===== src/rtl/tlb_ctrl.sv =====
// tlb_ctrl: CP0 TLB instruction sequencer (TLBR, TLBWI, TLBWR, TLBP) for a
// 16-entry TLB. It drives the write port and a combinational read port, scans
// entries one per cycle for a probe, and keeps the Random register.
module tlb_ctrl (
    input  logic        clk,
    input  logic        rst,
    input  logic        op_valid,
    input  logic [1:0]  op,
    output logic        busy,
    output logic        done,
    input  logic [31:0] entryhi_i,
    input  logic [31:0] entrylo0_i,
    input  logic [31:0] entrylo1_i,
    input  logic [31:0] index_i,
    input  logic [3:0]  wired_i,
    output logic        tlb_we,
    output logic [3:0]  tlb_index,
    output logic [62:0] tlb_data,
    output logic [3:0]  tlb_rd_index,
    input  logic [62:0] tlb_rd_data,
    output logic        index_we,
    output logic [31:0] index_o,
    output logic        entry_we,
    output logic [31:0] entryhi_o,
    output logic [31:0] entrylo0_o,
    output logic [31:0] entrylo1_o,
    output logic [3:0]  random_o
);

    typedef enum logic [2:0] {
        S_IDLE  = 3'd0,
        S_WRITE = 3'd1,
        S_READ  = 3'd2,
        S_PROBE = 3'd3,
        S_FIN   = 3'd4
    } state_t;

    localparam logic [1:0] OP_TLBR  = 2'b00;
    localparam logic [1:0] OP_TLBWI = 2'b01;
    localparam logic [1:0] OP_TLBWR = 2'b10;

    state_t      state_q;
    logic        done_q, tlb_we_q, index_we_q, entry_we_q;
    logic [3:0]  tlb_index_q, rd_idx_q, random_q, random_d;
    logic [62:0] tlb_data_q;
    logic [18:0] vpn2_q;
    logic [31:0] index_o_q, entryhi_q, entrylo0_q, entrylo1_q;
    logic [62:0] wr_data_d;
    logic        probe_hit_d;
    logic        unused_bits;

    // Entry image built from the CP0 registers: {VPN2, PFN1, D1, V1, PFN0, D0, V0}
    assign wr_data_d = {entryhi_i[31:13],
                        entrylo1_i[25:6], entrylo1_i[2], entrylo1_i[1],
                        entrylo0_i[25:6], entrylo0_i[2], entrylo0_i[1]};

    assign probe_hit_d = (tlb_rd_data[62:44] == vpn2_q);

    // Random counts down every cycle and wraps to 15 once it reaches Wired
    assign random_d = (random_q <= wired_i) ? 4'd15 : random_q - 4'd1;

    // Register fields that the TLB format does not carry
    assign unused_bits = ^{entryhi_i[12:0], entrylo0_i[31:26], entrylo0_i[5:3],
                           entrylo0_i[0], entrylo1_i[31:26], entrylo1_i[5:3],
                           entrylo1_i[0], index_i[31:4]};

    // Random register update
    always_ff @(posedge clk) begin
        if (!rst) begin
            random_q <= 4'd15;
        end else begin
            random_q <= random_d;
        end
    end

    // Sequencer FSM with registered strobes and result registers
    always_ff @(posedge clk) begin
        if (!rst) begin
            state_q     <= S_IDLE;
            done_q      <= 1'b0;
            tlb_we_q    <= 1'b0;
            index_we_q  <= 1'b0;
            entry_we_q  <= 1'b0;
            tlb_index_q <= 4'd0;
            tlb_data_q  <= 63'd0;
            rd_idx_q    <= 4'd0;
            vpn2_q      <= 19'd0;
            index_o_q   <= 32'd0;
            entryhi_q   <= 32'd0;
            entrylo0_q  <= 32'd0;
            entrylo1_q  <= 32'd0;
        end else begin
            done_q     <= 1'b0;
            tlb_we_q   <= 1'b0;
            index_we_q <= 1'b0;
            entry_we_q <= 1'b0;
            case (state_q)
                S_IDLE: begin
                    if (op_valid) begin
                        vpn2_q <= entryhi_i[31:13];
                        case (op)
                            OP_TLBR: begin
                                rd_idx_q <= index_i[3:0];
                                state_q  <= S_READ;
                            end
                            OP_TLBWI, OP_TLBWR: begin
                                // Strobe is raised on entry so it is seen during WRITE
                                tlb_we_q    <= 1'b1;
                                done_q      <= 1'b1;
                                tlb_index_q <= (op == OP_TLBWI) ? index_i[3:0] : random_q;
                                tlb_data_q  <= wr_data_d;
                                state_q     <= S_WRITE;
                            end
                            default: begin
                                rd_idx_q <= 4'd0;
                                state_q  <= S_PROBE;
                            end
                        endcase
                    end
                end
                S_READ: begin
                    entryhi_q  <= {tlb_rd_data[62:44], 13'd0};
                    entrylo1_q <= {6'd0, tlb_rd_data[43:24], 3'd0, tlb_rd_data[23],
                                   tlb_rd_data[22], 1'b0};
                    entrylo0_q <= {6'd0, tlb_rd_data[21:2], 3'd0, tlb_rd_data[1],
                                   tlb_rd_data[0], 1'b0};
                    entry_we_q <= 1'b1;
                    done_q     <= 1'b1;
                    rd_idx_q   <= 4'd0;
                    state_q    <= S_FIN;
                end
                S_PROBE: begin
                    if (probe_hit_d || rd_idx_q == 4'd15) begin
                        index_o_q  <= probe_hit_d ? {28'd0, rd_idx_q} : 32'h8000_0000;
                        index_we_q <= 1'b1;
                        done_q     <= 1'b1;
                        rd_idx_q   <= 4'd0;
                        state_q    <= S_FIN;
                    end else begin
                        rd_idx_q <= rd_idx_q + 4'd1;
                    end
                end
                S_WRITE, S_FIN: begin
                    state_q <= S_IDLE;
                end
                default: begin
                    state_q <= S_IDLE;
                end
            endcase
        end
    end

    assign busy         = (state_q != S_IDLE);
    assign done         = done_q;
    assign tlb_we       = tlb_we_q;
    assign tlb_index    = tlb_index_q;
    assign tlb_data     = tlb_data_q;
    assign tlb_rd_index = rd_idx_q;
    assign index_we     = index_we_q;
    assign index_o      = index_o_q;
    assign entry_we     = entry_we_q;
    assign entryhi_o    = entryhi_q;
    assign entrylo0_o   = entrylo0_q;
    assign entrylo1_o   = entrylo1_q;
    assign random_o     = random_q;

endmodule


===== config.mk =====
export PLATFORM = sky130hd
export DESIGN_NAME = tlb_ctrl
export DESIGN_NICKNAME = d
export VERILOG_FILES = /design/src/rtl/tlb_ctrl.sv
export SDC_FILE = /design/constraint.sdc
export NUM_CORES = 1
export LEC_CHECK = 0
export BUFFER_PORTS_ARGS = -buffer_cell sky130_fd_sc_hd__clkbuf_2
export CORE_AREA = 2 2 160 162
export CTS_CLUSTER_DIAMETER = 50
export CTS_CLUSTER_SIZE = 30
export DETAILED_ROUTE_END_ITERATION = 16
export DIE_AREA = 0 0 162 164
export PLACE_DENSITY = 0.57
export SKIP_LAST_GASP = 1
export SLEW_MARGIN = 10
export SYNTH_ARGS = -nofsm -noshare
export SYNTH_HDL_FRONTEND = slang
export SYNTH_SLANG_ARGS = --single-unit

===== constraint.sdc =====
create_clock -name clk -period 3.8 [get_ports clk]
set_clock_uncertainty 0.05 [all_clocks]
set_input_delay 0.19 -clock clk [delete_from_list [all_inputs] [get_ports clk]]
set_output_delay 0.19 -clock clk [all_outputs]
set_load 0.02 [all_outputs]

==> impl_results.md, run 1 <==
* Maximum vdd ir drop at 0.297 mV
* Worst min-delay path startpoint: index_i[0]
* Fmax at 415 MHz
* Synth Area in Simple Gates at 0.207
* Share of total power in sequential cells at 0.433
* Pre-antenna DRT Iters at 4
* Clock buffer depth at 2
* Vias/cell at 4.29
* Sequential cell area in the final layout at 3380 um^2
* Routed len/inst at 13.9 um
* Violation count after the first detailed-route iteration at 390
* Internal power contribution at 3.10 mW
* Setup Crit Path Kind: reg -> reg
* Count of distinct cell types in the synthesized netlist at 34
* CTS sink count at 169
* Root buffer cell: sky130_fd_sc_hd__clkbuf_16
* Via count of the first global-routing pass at 6391
* Effective utilization at floorplan at 0.274
* Count of mapped cells out of synthesis at 857
* Required time of the critical path at 4090 ps
* Slew margin rel. at 0.282
* Total number of yosys warnings at 0
* Pin count of the biggest net entering global routing at 99
* Final worst-path setup slack at 1390 ps
* Comb pwr share at 0.165
* Adder and majority gate portion of the synthesized area at 0.0147
* Result of the run: finished clean
* Area growth from synthesis to layout at 49.2%
* Worst-path fanout max at 54
* P_leak at 4.42 nW
* Hold-critical path endpoint: tlb_index[0]$_SDFFE_PN0P_
* Max-capacitance violation count at 0
* Endpoint class of the critical path: flop
* Post-synthesis compound-gate area fraction at 0.142
* Global-route wire length before repair at 33.3 mm
* Number of antenna violations at the first check in global routing at 1
* Total negative setup slack at 0 ps
* R2R Path Start: state_q[0]$_SDFFE_PN0P_
* Net Sw Power at 1.34 mW
* Clock tree from TritonCTS: done
* Total die area at 26600 um^2
* Final critical-path share of the clock period at 0.634
* Time the worst path needs with I/O delays and setup at 2410 ps
* GR Util All Layers at 0.158
* Number of nets at the end of the flow at 1450
* Remaining global-route overflow at 0
* Detailed placer's ending HPWL at 14.8 mm
* TritonCTS Buffers at 17
* Number of synthesized register bits at 169
* Setup repair after global routing missed its margin: false
* Final-report setup violation count at 0
* Classification of the worst-slack hold path: in -> reg
* Max Slew Vio Count at 0
* Number of cells traversed by the worst hold path at 3
* Part of the power in the clock network at 0.401
* Count of port buffers added during placement at 286
* Total area of multi-input combinational cells at 2940 um^2
* Fraction of the yosys area taken by sequential cells at 0.498
* R2R Path End: tlb_data[45]$_SDFFE_PN0P_
* Std-Cell Core Area at 24800 um^2
* Post-Synth XOR/XNOR Area at 0.0271
* Worst slack after detailed placement at 1330 ps
* Final weighted congestion of routability-driven global placement at 0.779
* Post-Syn Area per Cell at 7.93 um^2
* Clock-pin slew of the registers on the worst-case setup and hold paths at 70 ps
* Cell count of the worst reg-to-reg path at 5
* Power Dens Cells at 437 nW/um^2
* Worst R2R Setup Slack at 1390 ps
* Postcts setup bufs at 0
* Total number of placement rows at 58
* Depth of the CTS H-tree at 4
* Multiplexer area fraction after synthesis at 0.00589
* Critical Path Start Type: flop
* Pin slew with the least headroom to its limit at 1080 ps
* Total count of hold-check failures in the final report at 0
* Floorplan die height at 164 um
* Total Routed Length at 22.1 mm
* Post-route antenna net violation count at 0
* DRC at 0
* Share of cells above drive strength 1 at 0.267
* Dominant combinational cell family by area after synthesis: simple AND/OR/NAND/NOR gates
* Count of vias placed by the detailed router at 6803
* Final-layout fill cell count at 2542
* Arrival time of data at the critical path endpoint at 2690 ps
* Horizontal die dimension at 162 um
* Io pins at 408
* Clock latency on the worst-skew pair at 430 ps
* Sw Share at 0.302
* Post-synthesis cell area at 6800 um^2
[per-layer routing]
layer	GRT usage	up-vias	share of wire	wire, um
li1	-	3435	-	-
met1	0.186	3121	0.42	9320
met2	0.279	215	0.50	11000
met3	0.0371	32	0.055	1210
met4	0.0603	0	0.026	566
met5	0	-	0	0
[power by group through the flow]
stage | clock network, mW | logic [mW] | registers [mW]
2_1_floorplan | 0 | 0.349 | 2.05
3_3_place_gp | 0 | 0.627 | 1.96
3_5_place_dp | 0 | 0.630 | 1.96
4_1_cts | 1.84 | 0.736 | 1.92
5_1_grt | 1.93 | 0.802 | 1.93
6_report | 1.78 | 0.734 | 1.92
[cell families after synthesis]
logic type                 after synthesis
DFF                                    169
adders and majority gates                8
and+or+nand+nor                        354
other                                    1
xor gates and xnor gates                21
AOI/OAI and AO/OA                      176
muxes                                    4
buffers and inverters                  124
[Yosys cell counts]
| library cell | n | share of area |
|---|---|---|
| sky130_fd_sc_hd__buf_4 | 60 | 0.066 |
| sky130_fd_sc_hd__o21ai_0 | 4 | 0.0029 |
| sky130_fd_sc_hd__o21a_1 | 5 | 0.0055 |
| sky130_fd_sc_hd__a21oi_1 | 150 | 0.11 |
| sky130_fd_sc_hd__buf_2 | 20 | 0.015 |
| sky130_fd_sc_hd__and4_1 | 1 | 0.0013 |
| sky130_fd_sc_hd__o41a_1 | 1 | 0.0017 |
| sky130_fd_sc_hd__a311oi_1 | 1 | 0.0013 |
| sky130_fd_sc_hd__nor2b_1 | 3 | 0.0028 |
| sky130_fd_sc_hd__clkbuf_1 | 31 | 0.017 |
| sky130_fd_sc_hd__ha_1 | 8 | 0.015 |
| sky130_fd_sc_hd__o221a_2 | 2 | 0.0033 |
| sky130_fd_sc_hd__or3b_4 | 1 | 0.0017 |
| sky130_fd_sc_hd__nand3_1 | 6 | 0.0044 |
| sky130_fd_sc_hd__xnor2_1 | 21 | 0.027 |
| sky130_fd_sc_hd__o31a_1 | 1 | 0.0013 |
| sky130_fd_sc_hd__o31ai_1 | 4 | 0.0044 |
| sky130_fd_sc_hd__inv_1 | 11 | 0.0061 |
| sky130_fd_sc_hd__and3_1 | 1 | 0.00092 |
| sky130_fd_sc_hd__conb_1 | 1 | 0.00055 |
| sky130_fd_sc_hd__a211oi_1 | 5 | 0.0055 |
| sky130_fd_sc_hd__nand2_1 | 308 | 0.17 |
| sky130_fd_sc_hd__inv_2 | 1 | 0.00055 |
| sky130_fd_sc_hd__a21oi_4 | 1 | 0.0024 |
| sky130_fd_sc_hd__nor3_1 | 5 | 0.0037 |
| sky130_fd_sc_hd__buf_1 | 1 | 0.00055 |
| sky130_fd_sc_hd__a221oi_1 | 1 | 0.0013 |
| sky130_fd_sc_hd__mux2i_1 | 4 | 0.0059 |
| sky130_fd_sc_hd__and2_1 | 3 | 0.0028 |
| sky130_fd_sc_hd__dfxtp_1 | 169 | 0.50 |
| sky130_fd_sc_hd__nor2_1 | 13 | 0.0072 |
| sky130_fd_sc_hd__nand4_1 | 10 | 0.0092 |
| sky130_fd_sc_hd__nand2b_1 | 3 | 0.0028 |
| sky130_fd_sc_hd__a221oi_2 | 1 | 0.0022 |
[worst max-delay path by stage]
stage | end | slack, ps | from
finish | tlb_data[45]$_SDFFE_PN0P_ | 1390 | state_q[0]$_SDFFE_PN0P_
global route | tlb_data[59]$_SDFFE_PN0P_ | 1020 | state_q[0]$_SDFFE_PN0P_
CTS | tlb_data[59]$_SDFFE_PN0P_ | 1320 | state_q[0]$_SDFFE_PN0P_
detailed placement | tlb_data[55]$_SDFFE_PN0P_ | 1330 | state_q[0]$_SDFFE_PN0P_
global placement | tlb_data[59]$_SDFFE_PN0P_ | 1350 | state_q[0]$_SDFFE_PN0P_
floorplan | tlb_rd_index[3]$_SDFFE_PN0P_ | 2030 | op[0]
[layout by cell type, fill, tap and decap left out, types with 2 or more instances in the layout]
| cell | n |
|---|---|
| sky130_fd_sc_hd__dfxtp_1 | 169 |
| sky130_fd_sc_hd__clkbuf_16 | 17 |
| sky130_fd_sc_hd__clkinv_8 | 2 |
| sky130_fd_sc_hd__nand2b_1 | 2 |
| sky130_fd_sc_hd__xnor2_1 | 21 |
| sky130_fd_sc_hd__conb_1 | 60 |
| sky130_fd_sc_hd__ha_1 | 8 |
| sky130_fd_sc_hd__dlygate4sd3_1 | 126 |
| sky130_fd_sc_hd__and2_1 | 3 |
| sky130_fd_sc_hd__clkinvlp_4 | 2 |
| sky130_fd_sc_hd__a21oi_1 | 150 |
| sky130_fd_sc_hd__nand4_1 | 10 |
| sky130_fd_sc_hd__clkbuf_2 | 286 |
| sky130_fd_sc_hd__nor2b_1 | 3 |
| sky130_fd_sc_hd__inv_1 | 11 |
| sky130_fd_sc_hd__nor2_1 | 12 |
| sky130_fd_sc_hd__clkinv_4 | 2 |
| sky130_fd_sc_hd__o221a_2 | 2 |
| sky130_fd_sc_hd__nand2_1 | 307 |
| sky130_fd_sc_hd__inv_6 | 3 |
| sky130_fd_sc_hd__o21ai_0 | 4 |
| sky130_fd_sc_hd__inv_8 | 5 |
| sky130_fd_sc_hd__buf_4 | 6 |
| sky130_fd_sc_hd__a211oi_1 | 5 |
| sky130_fd_sc_hd__mux2i_1 | 4 |
| sky130_fd_sc_hd__o21a_1 | 5 |
| sky130_fd_sc_hd__o31ai_1 | 4 |
| sky130_fd_sc_hd__nor3_1 | 5 |
| sky130_fd_sc_hd__nand3_1 | 6 |
[final cells by class]
cell class	count	share of cell area
sequential	169	0.334
multi-input combinational	623	0.289
timing repair buffer	419	0.272
clock buffer	17	0.0419
tap	330	0.0407
clock inverter	15	0.0175
inverter	12	0.00469
antenna	1	0.000247
[registers in the layout (all words and copies together), names as in the netlist, 3 cells and up]
register	flops
tlb_index	4
entrylo1_o	22
vpn2_q	19
random_o	4
index_o	5
state_q	3
tlb_rd_index	4
tlb_data	63
entryhi_o	19
entrylo0_o	22
[what timing repair did]
| action | CTS | global route |
|---|---|---|
| hold buffers | 125 | 1 |
| endpoints found under the setup margin | 0 | 0 |
| resized for setup | 0 | 0 |
| hold endpoints to repair | 144 | 1 |
[critical path, cell delays in order, from the launching register on]
cell and delay (ps):
sky130_fd_sc_hd__dfxtp_1 390, sky130_fd_sc_hd__nor3_1 340, sky130_fd_sc_hd__and3_2 920, sky130_fd_sc_hd__buf_4 400
sky130_fd_sc_hd__nand2_1 80, sky130_fd_sc_hd__a21oi_1 130
[through the flow]
stage	hold WS (ps)	total power, mW	utilization	instance area [um^2]	std cells
CTS	3.33	4.50	0.408	10100	1584
global route	64.5	4.66	0.409	10100	1586
finish	65.1	4.43	0.409	10100	1586
detailed placement	369	2.59	0.333	8280	1427
floorplan	276	2.40	-	7020	916
global placement	364	2.59	0.333	8280	1427
Power figures use the tool's default switching activity.
==> run 2, diff against run 1 <==
--- a/config.mk
+++ b/config.mk
@@ -6,12 +6,12 @@
 export NUM_CORES = 1
 export LEC_CHECK = 0
 export BUFFER_PORTS_ARGS = -buffer_cell sky130_fd_sc_hd__clkbuf_2
-export CORE_AREA = 2 2 160 162
+export CORE_AREA = 2 2 158 160
 export CTS_CLUSTER_DIAMETER = 50
 export CTS_CLUSTER_SIZE = 30
 export DETAILED_ROUTE_END_ITERATION = 16
-export DIE_AREA = 0 0 162 164
-export PLACE_DENSITY = 0.57
+export DIE_AREA = 0 0 160 162
+export PLACE_DENSITY = 0.58
 export SKIP_LAST_GASP = 1
 export SLEW_MARGIN = 10
 export SYNTH_ARGS = -nofsm -noshare
==> constraint.sdc (replaced) <==
create_clock -name clk -period 2.4 [get_ports clk]
set_clock_uncertainty 0.05 [all_clocks]
set_input_delay 0.12 -clock clk [delete_from_list [all_inputs] [get_ports clk]]
set_output_delay 0.12 -clock clk [all_outputs]
set_load 0.02 [all_outputs]
==> run 2 against run 1 <==
- via count rose by 0.65%
- critical path type unchanged
- critical path depth did not move
- clock-buffer cell count rose by 1
- sequential power rose by 58%
- largest cell class unchanged
- register-to-register slack got worse by 1000 ps
- worst setup slack got worse by 1000 ps
- largest power group unchanged
- combinational power rose by 62%
- first-iteration DRC count rose by 6.2%
- power rose by 59%
- global-route usage rose by 0.82 points
- sequential share of layout area fell by 0.32 points
- flip-flop and latch count did not move
==> impl_results.md, run 2 (synthesis gave the netlist of run 1 again) <==
* Number of placed cells counting well taps at 1426 (-0.070%)
* Area growth from synthesis to layout at 50.6%
* Clock-pin slew of the registers on the worst-case setup and hold paths at 70 ps (about the same)
* Total area of multi-input combinational cells at 2940 um^2 (unchanged)
* Final-layout fill cell count at 2429 (-4.4%)
* Count of port buffers added during placement at 286 (unchanged)
* Root buffer cell: sky130_fd_sc_hd__clkbuf_16
* Maximum vdd ir drop at 0.419 mV (+41%)
* Share of total power in sequential cells at 0.433 (about the same)
* Total negative setup slack at 0 ps (unchanged)
* Power Dens Cells at 687 nW/um^2 (+57%)
* Fmax at 491 MHz (+18%)
* Power consumption at 7.03 mW (+59%)
* Horizontal die dimension at 160 um (-1.2%)
* Total count of hold-check failures in the final report at 0 (unchanged)
* Std-Cell Core Area at 24100 um^2 (-2.9%)
* Endpoint class of the critical path: flop
* Global-route wire length before repair at 34.5 mm (+3.5%)
* Remaining global-route overflow at 0 (unchanged)
* Leading cell type in the layout, fill and taps excluded: sky130_fd_sc_hd__nand2_1
* Arrival time of data at the critical path endpoint at 2320 ps (-370 ps)
* Worst setup path end: tlb_index[2]$_SDFFE_PN0P_
* Total die area at 25900 um^2 (-2.4%)
* Number of flip-flops in the largest register at 63 (unchanged)
* Floorplan die height at 162 um (-1.2%)
* Critical Path Start Type: flop
* Final weighted congestion of routability-driven global placement at 0.827 (+6.1%)
* Slew margin rel. at 0.602 (+0.320)
* Internal power contribution at 5.00 mW (+61%)
* Count of vias placed by the detailed router at 6847 (+0.65%)
* Result of the run: finished clean
* Max Slew Vio Count at 0 (unchanged)
* Critical Path Source: state_q[0]$_SDFFE_PN0P_
* Commonest non-fill, non-tap cells in the layout: 307 x sky130_fd_sc_hd__nand2_1, 286 x sky130_fd_sc_hd__clkbuf_2, 169 x sky130_fd_sc_hd__dfxtp_1, 150 x sky130_fd_sc_hd__a21oi_1, 128 x sky130_fd_sc_hd__dlygate4sd3_1
* GR Util All Layers at 0.166 (+0.00822)
* Number of resized instances in the post-cts repair step at 0 (unchanged)
* Io pins at 408 (unchanged)
* Hold buffers post-CTS at 128 (+2.4%)
* Net Sw Power at 2.04 mW (+52%)
* Required time of the critical path at 2680 ps (-1410 ps)
* Setup repair after global routing missed its margin: false
* Vias/cell at 4.31 (+0.58%)
* Worst-path fanout max at 32 (-41%)
* Time the worst path needs with I/O delays and setup at 2040 ps (-370 ps)
* Comb pwr share at 0.169 (+0.004)
* Total Routed Length at 22.0 mm (-0.24%)
* Number of nets at the end of the flow at 1457 (+0.48%)
* Sequential cell area in the final layout at 3380 um^2 (unchanged)
* Share of cells above drive strength 1 at 0.269 (+0.00169)
* Final critical-path share of the clock period at 0.849 (+0.215)
* Pin count of the biggest net entering global routing at 65 (-34%)
* R2R Path End: tlb_index[2]$_SDFFE_PN0P_
* Post-route antenna net violation count at 0 (unchanged)
* Pin slew with the least headroom to its limit at 596 ps (-481 ps)
* Violation count after the first detailed-route iteration at 414 (+6.2%)
* Effective utilization at floorplan at 0.282 (+0.00810)
* Clock tree from TritonCTS: done
* Hold slack final at 27.4 ps (-37.7 ps)
* DRC at 0 (unchanged)
* Via count of the first global-routing pass at 6633 (+3.8%)
* Depth of the CTS H-tree at 4 (unchanged)
* TritonCTS Buffers at 17 (unchanged)
* Routed len/inst at 13.9 um (-0.30%)
* R2R Path Start: state_q[0]$_SDFFE_PN0P_
* Worst R2R Setup Slack at 360 ps (-1030 ps)
* Postcts setup bufs at 0 (unchanged)
* Detailed placer's ending HPWL at 14.8 mm (-0.54%)
* Clock buffer depth at 2 (unchanged)
* CTS sink count at 169 (unchanged)
* Final-report setup violation count at 0 (unchanged)
* Total number of placement rows at 57 (-1.7%)
* Sw Share at 0.290 (-0.0120)
* P_leak at 4.48 nW (+1.2%)
* Clock latency on the worst-skew pair at 420 ps (about the same)
* Number of antenna violations at the first check in global routing at 0 (-1)
* Max-capacitance violation count at 0 (unchanged)
* Classification of the worst-slack hold path: in -> reg
* Final instance count without filler cells at 1587 (+0.063%)
* Pre-antenna DRT Iters at 5 (+1)
* Setup Crit Path Kind: reg -> reg
* Cell count of the worst reg-to-reg path at 5 (unchanged)
* Part of the power in the clock network at 0.398 (-0.003)
## run 2: cell types whose count changed in the layout (fill, tap and decap cells not counted), sizes merged
cell and delta:
buf +5, dlygate4sd3 +2, bufinv +1, clkbuf +1
clkinv -1, clkinvlp -1
## run 2: how the worst min path moves through the flow
stage | slack, ps | end | startpoint | cells after the start
2_1_floorplan | 210 | vpn2_q[0]$_SDFFE_PN0P_ | entryhi_i[13] | 2
3_3_place_gp | 290 | entrylo0_o[19]$_SDFFE_PN0P_ | tlb_rd_data[15] | 3
3_5_place_dp | 300 | entrylo0_o[13]$_SDFFE_PN0P_ | tlb_rd_data[9] | 3
4_1_cts | 6 | tlb_index[2]$_SDFFE_PN0P_ | index_i[2] | 3
5_1_grt | 30 | tlb_index[2]$_SDFFE_PN0P_ | index_i[2] | 3
6_report | 30 | tlb_index[2]$_SDFFE_PN0P_ | index_i[2] | 3
## run 2: final cells by class
class / instances / area share
Tap cell: 324 / 0.0396
Clock buffer: 18 / 0.0419
Clock inverter: 14 / 0.0155
Sequential cell: 169 / 0.330
Timing Repair Buffer: 426 / 0.281
Multi-Input combinational cell: 623 / 0.287
Inverter: 12 / 0.00464
Antenna cell: 1 / 0.000244
## run 2: metrics by stage
step	worst slack, ps	util	area, um^2
6_report	362	0.425	10200
5_1_grt	204	0.425	10200
4_1_cts	367	0.425	10200
3_5_place_dp	411	0.347	8370
3_3_place_gp	477	0.347	8370
2_1_floorplan	700	-	7020
## run 2: power groups by stage
stage,clock [mW],combinational [mW],sequential (mW)
final,2.80,1.19,3.04
after global routing,3.05,1.30,3.06
after CTS,2.92,1.19,3.04
after detailed placement,0,1.02,3.11
after global placement,0,1.02,3.10
after floorplan,0,0.552,3.24
## run 2: critical path, stage by stage, from the launching register on
cell and delay [ps]:
sky130_fd_sc_hd__dfxtp_1 390, sky130_fd_sc_hd__nor3_1 370, sky130_fd_sc_hd__and3_2 600, sky130_fd_sc_hd__buf_12 250, sky130_fd_sc_hd__nor2_1 60, sky130_fd_sc_hd__a211oi_1 220
## run 2: routing by layer
metal / GRT usage / vias up / wire length [um]
li1: - / 3449 / -
met1: 0.198 / 3147 / 9440
met2: 0.292 / 225 / 11100
met3: 0.0449 / 26 / 1100
met4: 0.0508 / 0 / 420
met5: 0 / - / 0
==> run 3, diff against run 2 <==
--- a/config.mk
+++ b/config.mk
@@ -5,13 +5,14 @@
 export SDC_FILE = /design/constraint.sdc
 export NUM_CORES = 1
 export LEC_CHECK = 0
+export ABC_AREA = 1
 export BUFFER_PORTS_ARGS = -buffer_cell sky130_fd_sc_hd__clkbuf_2
-export CORE_AREA = 2 2 158 160
+export CORE_AREA = 2 2 157 159
 export CTS_CLUSTER_DIAMETER = 50
 export CTS_CLUSTER_SIZE = 30
 export DETAILED_ROUTE_END_ITERATION = 16
-export DIE_AREA = 0 0 160 162
-export PLACE_DENSITY = 0.58
+export DIE_AREA = 0 0 159 161
+export PLACE_DENSITY = 0.61
 export SKIP_LAST_GASP = 1
 export SLEW_MARGIN = 10
 export SYNTH_ARGS = -nofsm -noshare
==> constraint.sdc (replaced) <==
create_clock -name clk -period 1.84 [get_ports clk]
set_clock_uncertainty 0.05 [all_clocks]
set_input_delay 0.092 -clock clk [delete_from_list [all_inputs] [get_ports clk]]
set_output_delay 0.092 -clock clk [all_outputs]
set_load 0.02 [all_outputs]
==> run 3 against run 2 <==
- via count up 1.5%
- cell area up 0.42%
- non-clock buffer count up 7
- largest power group unchanged
- clock power up 25%
- critical path depth up 5
- critical endpoint is now index_o[0]$_SDFFE_PN0P_
- die area down 1.2%
- clock-buffer cell count unchanged
==> impl_results.md, run 3 <==
* Horizontal die dimension at 159 um (-0.63%)
* Final worst-path setup slack at 197 ps (-166 ps)
* Total number of yosys warnings at 0 (unchanged)
* Pin count of the biggest net entering global routing at 74 (+14%)
* Area growth from synthesis to layout at 50.3%
* Share of async-settable or async-resettable flops after synthesis at 0 (unchanged)
* Power consumption at 9.43 mW (+34%)
* Remaining global-route overflow at 0 (unchanged)
* Number of antenna violations at the first check in global routing at 0 (unchanged)
* Final-report setup violation count at 0 (unchanged)
* Area after detailed placement at 8390 um^2 (+0.30%)
* Total die area at 25600 um^2 (-1.2%)
* Total number of placement rows at 57 (unchanged)
* Arrival time of data at the critical path endpoint at 1890 ps (-430 ps)
* Synth top cells by count: 230 x sky130_fd_sc_hd__nor2_1, 169 x sky130_fd_sc_hd__dfxtp_1, 145 x sky130_fd_sc_hd__o21ai_0
* Setup repair after global routing missed its margin: false
* Count of distinct cell types in the synthesized netlist at 27 (-21%)
* Depth of the CTS H-tree at 4 (unchanged)
* Count of flip-flops with a built-in enable after synthesis at 0 (unchanged)
* Count of vias placed by the detailed router at 6948 (+1.5%)
* GR Util All Layers at 0.167 (+0.00122)
* Final weighted congestion of routability-driven global placement at 0.793 (-4.0%)
* Total count of hold-check failures in the final report at 0 (unchanged)
* Detailed placer's ending HPWL at 14.7 mm (-0.34%)
* Total negative setup slack at 0 ps (unchanged)
* Max-capacitance violation count at 0 (unchanged)
* Critical Path Start Type: input pin
* Pre-antenna DRT Iters at 4 (-1)
* Synth Flop Type: sky130_fd_sc_hd__dfxtp_1
* Classification of the worst-slack hold path: in -> reg
* Required time of the critical path at 2090 ps (-590 ps)
* Maximum vdd ir drop at 0.566 mV (+35%)
* Std-Cell Core Area at 24000 um^2 (-0.59%)
* Worst R2R Setup Slack at 240 ps (-120 ps)
* Endpoint class of the critical path: flop
* Time the worst path needs with I/O delays and setup at 1640 ps
* Worst slack after detailed placement at 155 ps (-255 ps)
* Number of flip-flops in the largest register at 63 (unchanged)
* Hold-critical path endpoint: vpn2_q[18]$_SDFFE_PN0P_
* Leading cell type in the layout, fill and taps excluded: sky130_fd_sc_hd__clkbuf_2
* Number of cells traversed by the worst hold path at 4 (+1)
* Post-Syn Area per Cell at 7.66 um^2 (-3.4%)
* Io pins at 408 (unchanged)
* Share of cells above drive strength 1 at 0.264 (-0.00470)
* Commonest non-fill, non-tap cells in the layout: 285 x sky130_fd_sc_hd__clkbuf_2, 230 x sky130_fd_sc_hd__nor2_1, 169 x sky130_fd_sc_hd__dfxtp_1, 145 x sky130_fd_sc_hd__o21ai_0, 131 x sky130_fd_sc_hd__dlygate4sd3_1
* Floorplan die height at 161 um (-0.62%)
* Routed len/inst at 13.3 um (-4.1%)
* CTS sink count at 169 (unchanged)
* TritonCTS Buffers at 17 (unchanged)
* Count of port buffers added during placement at 286 (unchanged)
* Worst-path fanout max at 8 (-75%)
* Diode count at 0 (-1)
* Final critical-path share of the clock period at 0.893
* Final-layout fill cell count at 2340 (-3.7%)
* Fmax at 608 MHz
* Number of nets at the end of the flow at 1506 (+3.4%)
* P_leak at 5.14 nW (+15%)
* Max Slew Vio Count at 0 (unchanged)
* Clock tree from TritonCTS: done
* Count leader, synth: sky130_fd_sc_hd__nor2_1
* Number of synthesized register bits at 169 (unchanged)
* DRC at 0 (unchanged)
* Worst min-delay path startpoint: op_valid
* Clock latency on the worst-skew pair at 410 ps (about the same)
* Vias/cell at 4.25 (-1.5%)
* Global-route wire length before repair at 34.6 mm (+0.46%)
* Cell count of the worst reg-to-reg path at 11 (+6)
* Largest cells by area after synthesis: sky130_fd_sc_hd__dfxtp_1 49%, sky130_fd_sc_hd__nor2_1 13%, sky130_fd_sc_hd__o21ai_0 11%, sky130_fd_sc_hd__buf_4 6.7%, sky130_fd_sc_hd__nand2_1 5.3%
* Area share of the leading cell type in the synthesized netlist at 0.495 (-0.00300)
* Effective utilization at floorplan at 0.285 (+0.00340)
* Total Routed Length at 21.8 mm (-1.2%)
* Post-route antenna net violation count at 0 (unchanged)
* R2R Path Start: vpn2_q[7]$_SDFFE_PN0P_
* Power Dens Cells at 917 nW/um^2 (+33%)
* Root buffer cell: sky130_fd_sc_hd__clkbuf_16
* Violation count after the first detailed-route iteration at 363 (-12%)
* Count of mapped cells out of synthesis at 893 (+4.2%)
* Fraction of the yosys area taken by sequential cells at 0.495 (-0.00300)
* Result of the run: finished clean
* Post-layout instance area at 10300 um^2 (+0.42%)
* Clock buffer depth at 2 (unchanged)
* R2R Path End: index_o[0]$_SDFFE_PN0P_
* Dominant cell type by area after synthesis: sky130_fd_sc_hd__dfxtp_1
* Clock-pin slew of the registers on the worst-case setup and hold paths at 70 ps (about the same)
* Via count of the first global-routing pass at 6834 (+3.0%)
* Setup Crit Path Kind: in -> reg
* Post-synthesis cell area at 6840 um^2 (+0.61%)
## run 3: cell types whose count changed after synthesis, sizes merged, moves of 6 or more
cell,previous run,this run
nor2,13,235
nand2,308,98
o21ai,4,145
a21oi,151,54
inv,12,48
xnor2,21,7
buf,81,72
nand3,6,13
nand4,10,4
## run 3: what timing repair did
| action | CTS | global route |
|---|---|---|
| buffers inserted | 0 | 1 |
| gates resized for setup | 0 | 0 |
| hold buffers | 131 | 0 |
| setup endpoints to repair | 0 | 4 |
| endpoints found under the hold margin | 150 | 0 |
## run 3: routing by layer
layer | global-route usage | vias to the layer above | part of all wire
li1 | - | 3548 | -
met1 | 0.195 | 3149 | 0.42
met2 | 0.305 | 227 | 0.51
met3 | 0.0416 | 24 | 0.055
met4 | 0.0463 | 0 | 0.016
met5 | 0 | - | 0
## run 3: cell type report
type | count | area (um^2) | share of cell area
tap | 324 | 405 | 0.0394
multi-input combinational | 628 | 2820 | 0.275
inverter | 49 | 184 | 0.0179
sequential | 169 | 3380 | 0.329
timing repair buffer | 433 | 2920 | 0.284
clock buffer | 18 | 429 | 0.0417
clock inverter | 14 | 141 | 0.0138
## run 3: where the power goes
| group | switching, mW | internal (mW) | total [mW] |
|---|---|---|---|
| logic | 1.13 | 0.690 | 1.82 |
| registers | 0.155 | 3.94 | 4.10 |
| clock network | 1.61 | 1.90 | 3.51 |
## run 3: worst max-delay path: stages
cell and delay (ps):
sky130_fd_sc_hd__dlygate4sd3_1 530, sky130_fd_sc_hd__clkbuf_2 180, sky130_fd_sc_hd__xnor2_1 280, sky130_fd_sc_hd__nand2_1 80, sky130_fd_sc_hd__nor2_1 170, sky130_fd_sc_hd__nand3_2 190
sky130_fd_sc_hd__nand2_1 120, sky130_fd_sc_hd__nand2_2 120, sky130_fd_sc_hd__nand2_1 90, sky130_fd_sc_hd__a21oi_1 50
## run 3: per-stage QoR
| step | util | hold slack [ps] | cells |
|---|---|---|---|
| floorplan | - | 145 | 952 |
| global placement | 0.350 | 248 | 1471 |
| detailed placement | 0.350 | 252 | 1471 |
| CTS | 0.429 | 65.0 | 1634 |
| global route | 0.429 | 73.1 | 1635 |
| finish | 0.429 | 79.5 | 1635 |
## run 3: cells by family after synthesis
| group | count (synthesis) | share of synthesized area |
|---|---|---|
| and+or+nand+nor | 350 | 0.206 |
| AOI/OAI and AO/OA | 200 | 0.147 |
| DFF | 169 | 0.495 |
| buffers and inverters | 155 | 0.125 |
| xor gates and xnor gates | 9 | 0.0115 |
| adders and majority gates | 8 | 0.0146 |
| other | 1 | 0.000548 |
| muxes | 1 | 0.00146 |
## run 3: how the worst max path moves through the flow
stage,start,end,slack [ps],cells past startpoint
detailed placement,vpn2_q[7]$_SDFFE_PN0P_,index_o[1]$_SDFFE_PN0P_,160,11
global placement,vpn2_q[7]$_SDFFE_PN0P_,index_o[0]$_SDFFE_PN0P_,180,11
finish,tlb_rd_data[62],index_o[0]$_SDFFE_PN0P_,200,10
CTS,vpn2_q[7]$_SDFFE_PN0P_,index_o[31]$_SDFFE_PN0P_,130,10
global route,vpn2_q[3]$_SDFFE_PN0P_,index_o[1]$_SDFFE_PN0P_,20,11
floorplan,random_o[0]$_SDFF_PP1_,random_o[0]$_SDFF_PP1_,450,6
